File: config.mk
export PLATFORM = sky130hd
export DESIGN_NAME = bank_alarm_fsm
export DESIGN_NICKNAME = d
export VERILOG_FILES = /design/src/rtl/bank_alarm_fsm.sv
export SDC_FILE = /design/constraint.sdc
export NUM_CORES = 1
export LEC_CHECK = 0
export CAP_MARGIN = 20
export CORE_MARGIN = 4
export CORE_UTILIZATION = 43
export CTS_CLUSTER_SIZE = 20
export DETAILED_ROUTE_END_ITERATION = 6
export PLACE_DENSITY = 0.83
export SYNTH_ARGS = -nofsm -noshare
export SYNTH_HDL_FRONTEND = slang
export SYNTH_SLANG_ARGS = --single-unit
File: constraint.sdc
create_clock -name clk_2 -period 4.3 [get_ports clk_2]
set_input_delay 1.075 -clock clk_2 [delete_from_list [all_inputs] [get_ports clk_2]]
set_output_delay 1.075 -clock clk_2 [all_outputs]
set_load 0.05 [all_outputs]
File: src/rtl/bank_alarm_fsm.sv
// Multi-zone bank alarm: arm/disarm FSM with entry delay, sticky trip mask and time-limited siren.
// Optional build macro BANK_ALARM_BLINK_EN makes the active siren toggle every cycle.
module bank_alarm_fsm #(
    parameter int NZONES      = 4,
    parameter int ENTRY_DELAY = 10,
    parameter int SIREN_HOLD  = 20,
    parameter int CW          = 8
) (
    input  logic              clk_2,
    input  logic              reset,
    input  logic [NZONES-1:0] zone,
    input  logic              business_hours,
    input  logic              panic,
    input  logic              arm,
    input  logic              disarm,
    output logic              siren,
    output logic [1:0]        state,
    output logic [NZONES-1:0] tripped,
    output logic              arm_err,
    output logic [CW-1:0]     cnt
);

    typedef enum logic [1:0] {
        DISARMED = 2'd0,
        ARMED    = 2'd1,
        ENTRY    = 2'd2,
        ALARM    = 2'd3
    } state_t;

    localparam logic [CW-1:0] ENTRY_LOAD = CW'(ENTRY_DELAY - 1);
    localparam logic [CW-1:0] SIREN_LOAD = CW'(SIREN_HOLD - 1);

    state_t            cur_state, nxt_state;
    logic [CW-1:0]     cnt_q, cnt_d;
    logic [NZONES-1:0] tripped_q, tripped_d;
    logic              arm_err_q, arm_err_d;
    logic              sounding_q, sounding_d;
`ifdef BANK_ALARM_BLINK_EN
    logic              phase_q, phase_d;
`endif

    always_ff @(posedge clk_2) begin
        if (reset) begin
            cur_state  <= DISARMED;
            cnt_q      <= '0;
            tripped_q  <= '0;
            arm_err_q  <= 1'b0;
            sounding_q <= 1'b0;
`ifdef BANK_ALARM_BLINK_EN
            phase_q    <= 1'b0;
`endif
        end else begin
            cur_state  <= nxt_state;
            cnt_q      <= cnt_d;
            tripped_q  <= tripped_d;
            arm_err_q  <= arm_err_d;
            sounding_q <= sounding_d;
`ifdef BANK_ALARM_BLINK_EN
            phase_q    <= phase_d;
`endif
        end
    end

    // sounding stays high through the cnt==0 cycle so the siren lasts exactly SIREN_HOLD cycles
    always_comb begin
        nxt_state  = cur_state;
        cnt_d      = cnt_q;
        tripped_d  = tripped_q;
        arm_err_d  = 1'b0;
        sounding_d = sounding_q;
`ifdef BANK_ALARM_BLINK_EN
        phase_d    = ~phase_q;
`endif
        if (disarm) begin
            nxt_state  = DISARMED;
            cnt_d      = '0;
            sounding_d = 1'b0;
        end else begin
            if (cur_state == ENTRY || cur_state == ALARM)
                tripped_d = tripped_q | zone;
            if (panic) begin
                nxt_state  = ALARM;
                cnt_d      = SIREN_LOAD;
                sounding_d = 1'b1;
`ifdef BANK_ALARM_BLINK_EN
                phase_d    = 1'b1;
`endif
            end else begin
                case (cur_state)
                    DISARMED: begin
                        if (arm) begin
                            if (zone == '0) begin
                                nxt_state = ARMED;
                                tripped_d = '0;
                            end else begin
                                arm_err_d = 1'b1;
                            end
                        end
                    end
                    ARMED: begin
                        if ((zone != '0) && !business_hours) begin
                            nxt_state = ENTRY;
                            cnt_d     = ENTRY_LOAD;
                            tripped_d = tripped_q | zone;
                        end
                    end
                    ENTRY: begin
                        if (cnt_q == '0) begin
                            nxt_state  = ALARM;
                            cnt_d      = SIREN_LOAD;
                            sounding_d = 1'b1;
`ifdef BANK_ALARM_BLINK_EN
                            phase_d    = 1'b1;
`endif
                        end else begin
                            cnt_d = cnt_q - CW'(1);
                        end
                    end
                    ALARM: begin
                        if (cnt_q != '0)
                            cnt_d = cnt_q - CW'(1);
                        else
                            sounding_d = 1'b0;
                    end
                    default: nxt_state = DISARMED;
                endcase
            end
        end
    end

    always_comb begin
`ifdef BANK_ALARM_BLINK_EN
        siren = sounding_q & phase_q;
`else
        siren = sounding_q;
`endif
    end

    assign state   = cur_state;
    assign tripped = tripped_q;
    assign arm_err = arm_err_q;
    assign cnt     = cnt_q;

endmodule

==> results of run 1 <==
==> sequential cells by signal, indices dropped and copies added, names as in the netlist <==
register  flops
cnt           8
tripped       4
state         2
arm_err       1
siren         1
==> final cells by class <==
type / instances / area, µm²
Multi-Input combinational cell: 88 / 637
Inverter: 7 / 26.3
Tap cell: 28 / 35.0
Clock buffer: 3 / 22.5
Fill cell: 212 / 942
Timing Repair Buffer: 25 / 250
Sequential cell: 16 / 320
==> cells in the mapped netlist (all sizes together), types with 3 or more instances <==
cell type	number	share of area, %
nor2	16	5.9
nor3b	4	3.0
nor4	7	7.3
nor3	3	1.5
xnor2	5	4.3
nand2	4	1.5
a31oi	3	1.9
or2	3	1.9
a21oi	9	4.4
inv	7	2.6
ha	6	7.4
dfxtp	16	32
==> path summary, 6_finish.rpt <==
check             startpoint         end  depth (start not counted)
setup / recovery      cnt[4]      cnt[4]                          1
hold / removal    tripped[2]  tripped[2]                          1
setup reg to reg    state[0]      cnt[7]                          7
hold reg to reg   tripped[2]  tripped[2]                          1
==> layer usage <==
| metal | part of all wire (%) | wire length (µm) | vias up | track usage (%) |
|---|---|---|---|---|
| met5 | 0 | 0 | - | 0 |
| met4 | 3.1 | 72 | 0 | 9.15 |
| met3 | 5.5 | 128 | 7 | 2.99 |
| met2 | 47 | 1080 | 26 | 22.9 |
| met1 | 45 | 1040 | 435 | 19.7 |
| li1 | - | - | 469 | - |
==> kinds of logic after synthesis <==
family | Yosys count
xor+xnor | 6
fa+ha+maj | 6
flops | 16
buf+inv | 11
simple gates | 47
mux | 1
compound gates | 28
==> through the flow <==
step | utilization, % | instances | cell area [µm²] | hold WS, ps
after floorplan | - | 115 | 1010 | 699
after global placement | 56.8 | 164 | 1270 | 448
after detailed placement | 56.8 | 164 | 1270 | 459
after CTS | 57.8 | 167 | 1290 | 481
after global routing | 57.8 | 167 | 1290 | 501
final | 57.8 | 167 | 1290 | 476
==> power by group <==
| group | total (W) | internal [W] | switching [W] |
|---|---|---|---|
| Combinational | 0.000119 | 0.0000502 | 0.0000692 |
| Clock | 0.0000776 | 0.0000326 | 0.0000451 |
| Sequential | 0.000161 | 0.000154 | 0.00000701 |
| Total | 0.000358 | 0.000237 | 0.000121 |
==> cell usage in the layout (no fill, tap or decap), types with 3 or more instances in the layout <==
master / Yosys / final
or2_2: 3 / 3
inv_1: 7 / 7
nor4_1: 5 / 5
a21oi_1: 9 / 9
clkdlybuf4s50_1: 0 / 25
dfxtp_1: 16 / 16
clkbuf_4: 0 / 3
nor2_1: 16 / 16
ha_1: 6 / 6
nand2_1: 4 / 4
nor3b_1: 4 / 4
a31oi_1: 3 / 3
nor3_1: 3 / 3
xnor2_1: 5 / 5
==> impl_metrics.tcl, run 1 <==
set metrics [dict create \
    die_w_um 56.6 \
    drc 0 \
    cp.arrival_ps 1680 \
    p_per_area_nw_per_um2 278 \
    ir_drop_mv 0.171 \
    syn2layout_area_growth_pct 27.4 \
    critPathRequiredTime_ps 3220 \
    grt_overflow 0 \
    relSlewSlack_pct 66.2 \
    syn-num-nets 131 \
    synth-edff-count 0 \
    worst-r2r-setup-slack_ps 2310 \
    wl_um 2320 \
    hold_viol 0 \
    ys_ff_latch 16 \
    max_cap_viol_count 0 \
    cpMaxStageDelayCell "clkdlybuf4s50_1" \
    endpoint_kind "primary output" \
    wire_per_inst_um 13.9 \
    antenna_left 0 \
    viasPerCell 5.61 \
    grt_pass1_vias 825 \
    holdBufCountCts 0 \
    ys_types 39 \
    cts_root_buf "clkbuf_4" \
    placementRows 17 \
    first_iter_violations 21 \
    synth_area_um2 1010 \
    io_pins 26 \
    power_w 0.000358 \
    min_period_over_period_pct 64.0 \
    grt_usage_pct 15.2 \
    hold_path_class "reg2reg" \
    gp_congestion 0.914 \
    max_stage_delay_ps 870 \
    rsz0062_at_grt "false" \
    antenna_found_initial 0 \
    grt_first_pass_wirelength_um 3870 \
    setup_ws_ps 1550 \
    cts.htree.levels 1 \
    max_freq_ghz 0.363 \
    path_buf_inv 1 \
    setup_violations 0 \
    diodes 0 \
    synth_top_family_by_area "simple AND/OR/NAND/NOR gates" \
    numPortBuffers 25 \
    post_cts_resized 0 \
    cts_setup_buffers 0 \
    cts_buffer_depth 2 \
    skew_ps 6.71 \
    async_flop_share_pct 0 \
    ys_seq_area_share_pct 31.6 \
    cpLargestDelayFamily "buffers and inverters" \
    dr.pass1.iters 4 \
    synthFlopType "dfxtp_1" \
    start_kind "flip-flop" \
    worstSetupPathType "reg2out" \
    synthAdderAreaFrac_pct 7.41 \
    cts_tree "yes" \
    path_clk_slew_ps 90 \
    synth_compound_area_share_pct 19.5 \
    dp.final_hpwl_um 1790 \
    worst_slew_pin_slew_ps 505 \
    die_y_um 56.6 \
    synth_warnings 0 \
    p_leak_nw 0.477 \
    routed-via-count 937 \
    initial_core_util_pct 45.4 \
    period_needed_ps 2750 \
    synthSimpleGateAreaFrac_pct 29.8 \
    clock_latency_ps 290 \
    fin_setup_tns_ps 0 \
    cts_inserted_buffers 3 \
    cp_max_fo 7 \
    syn-instance-count 115 \
    synthMuxAreaShare_pct 0.988 \
    finish.net_count 157 \
    pre_cts_ws_ps 1300 \
    report.final.slew_viol_count 0 \
    avgSynthCellArea_um2 8.81 \
    final_layout_size_suffix_gt1_share_pct 9.35 \
    cts_sinks 16 \
    grt_max_degree 12 \
    crit_chain "clkdlybuf4s50_1" \
    synthXorXnorAreaFrac_pct 5.19 \
    die_area_um2 3200 \
    core_um2 2230 \
    status "completed" \
]
Power figures use the tool's default switching activity.
==> run 2: changes to the inputs <==
- PLACE_DENSITY: 0.83 -> 0.85
- clock period: 4.3 -> 2.4 ns (I/O delays scaled with it)
==> run 2 against run 1 <==
  * Clock skew grew 0.75 ps
  * Cell area grew 2.3%
  * Global-route usage grew 0.16 points
  * Cell count grew 2.4%
  * Core utilization rose by 1.3 points
  * Hold slack got worse by 1.9 ps
  * Sequential share of layout area is 0.56 points lower
  * Critical path depth unchanged
  * Combinational power is 86% higher
  * Total power up 81%
  * Non-clock buffer count is 4 higher
  * Flip-flop and latch count unchanged
  * Critical path type unchanged
  * Largest cell class unchanged
==> impl_metrics.tcl, run 2 (synthesis gave the netlist of run 1 again) <==
set metrics [dict create \
    core_um2 2230 \
    seqPwrFrac_pct 44.6 \
    p_per_area_nw_per_um2 491 \
    cts.htree.levels 1 \
    gp_congestion 0.906 \
    pwr-share-comb_pct 34.1 \
    antenna_found_initial 0 \
    grt_usage_pct 15.4 \
    drc 0 \
    holdBufCountCts 0 \
    path_buf_inv 1 \
    cpMaxStageDelayCell "clkdlybuf4s50_1" \
    cts_buffer_depth 2 \
    max_cap_viol_count 0 \
    mostFrequentLayoutCell "clkdlybuf4s50_1" \
    cp_max_fo 7 \
    min_period_over_period_pct 95.6 \
    path_clk_slew_ps 90 \
    hold_viol 0 \
    cpLargestDelayFamily "buffers and inverters" \
    diodes 0 \
    ir_drop_mv 0.361 \
    clock_latency_ps 290 \
    numPortBuffers 25 \
    cts_root_buf "clkbuf_4" \
    cp.arrival_ps 1690 \
    die_y_um 56.6 \
    p_int_w 0.000430 \
    cts_sinks 16 \
    period_needed_ps 2290 \
    rsz0062_at_grt "false" \
    final_cell_mix "25 x clkdlybuf4s50_1, 16 x nor2_1, 16 x dfxtp_1" \
    multi_input_area_um2 637 \
    hold_path_end "tripped[2]" \
    io_pins 26 \
    reg2reg_to "cnt[7]" \
    skew_ps 7.46 \
    die_w_um 56.6 \
    finish.net_count 161 \
    largest_reg_flops 8 \
    status "completed" \
    worstSetupPathType "reg2out" \
    min_path_cells 1 \
    endpoint_kind "primary output" \
    p_sw_w 0.000218 \
    setup_violations 0 \
    die_area_um2 3200 \
    p_leak_nw 0.496 \
    placementRows 17 \
    antenna_left 0 \
    crit-reg2reg-launch "state[0]" \
    syn2layout_area_growth_pct 30.4 \
    max_stage_delay_ps 880 \
    cts_tree "yes" \
    final_layout_size_suffix_gt1_share_pct 11.9 \
    rr_worst_depth 8 \
    report.final.slew_viol_count 0 \
    viasPerCell 5.59 \
    grt_overflow 0 \
    register_area_um2 320 \
    wl_um 2360 \
    crit_chain "clkdlybuf4s50_1" \
    max_freq_ghz 0.436 \
    power_w 0.000649 \
    dp.final_hpwl_um 1860 \
    grt_pass1_vias 936 \
    fill_cells 201 \
    wire_per_inst_um 13.8 \
    netSwitchingFraction_pct 33.7 \
    cts_inserted_buffers 3 \
    critPathRequiredTime_ps 1800 \
    start_kind "flip-flop" \
    hp-start "tripped[2]" \
    relSlewSlack_pct 65.8 \
    first_iter_violations 17 \
    initial_core_util_pct 45.4 \
    cts_setup_buffers 0 \
    dr.pass1.iters 4 \
    whs_ps 474 \
    hold_path_class "reg2reg" \
    worst_slew_pin_slew_ps 511 \
    post_cts_resized 0 \
    grt_max_degree 12 \
    grt_first_pass_wirelength_um 4050 \
    worst-r2r-setup-slack_ps 310 \
    clock_power_share_pct 21.3 \
    routed-via-count 956 \
]
run 2: cell count changes in the layout (fill, tap and decap cells not counted):
cell   delta
buf_4     +4
run 2: worst max-delay path by stage:
| stage | startpoint | endpoint | slack [ps] | depth (start not counted) |
|---|---|---|---|---|
| finish | cnt[4] | cnt[4] | 110 | 1 |
| global route | cnt[4] | cnt[4] | 40 | 1 |
| CTS | cnt[4] | cnt[4] | 90 | 1 |
| detailed placement | zone[0] | state[0] | -10 | 6 |
| global placement | zone[2] | state[0] | 70 | 6 |
| floorplan | cnt[0] | cnt[4] | 180 | 7 |
run 2: per-stage QoR:
step	area (µm²)	setup slack, ps	utilization (%)	setup TNS, ps	std cells
after floorplan	1010	179	-	0	115
after global placement	1300	65.5	58.2	0	168
after detailed placement	1300	-13.1	58.2	-13.1	168
after CTS	1320	92.5	59.2	0	171
after global routing	1320	43.0	59.2	0	171
final	1320	106	59.2	0	171
run 2: worst reg2reg max path, cell delays in order (launching register included):
cell,delay [ps]
dfxtp_1,400
inv_1,100
ha_1,270
or2_2,310
o22a_1,190
buf_4,170
nor4bb_1,340
xnor2_1,160
nor2_1,50
run 2: metal layers:
layer / global-route usage, % / share of wire [%] / vias up / wire length [µm]
met5: 0 / 0 / - / 0
met4: 3.39 / 1.1 / 0 / 26
met2: 25.4 / 48 / 19 / 1140
li1: - / - / 481 / -
met3: 4.60 / 3.4 / 4 / 80
met1: 19.5 / 47 / 452 / 1110
run 2: area by class of cell:
type	count	share of cell area [%]
Inverter	7	1.99
Sequential cell	16	24.2
Clock buffer	3	1.70
Tap cell	28	2.65
Multi-Input combinational cell	88	48.2
Timing Repair Buffer	29	21.2
run 2: power by group through the flow:
stage / registers, W / logic, W / clock network (W)
CTS: 0.000289 / 0.000220 / 0.000144
detailed placement: 0.000295 / 0.000219 / 0
global route: 0.000292 / 0.000238 / 0.000154
global placement: 0.000295 / 0.000214 / 0
finish: 0.000289 / 0.000221 / 0.000138
floorplan: 0.000331 / 0.000116 / 0
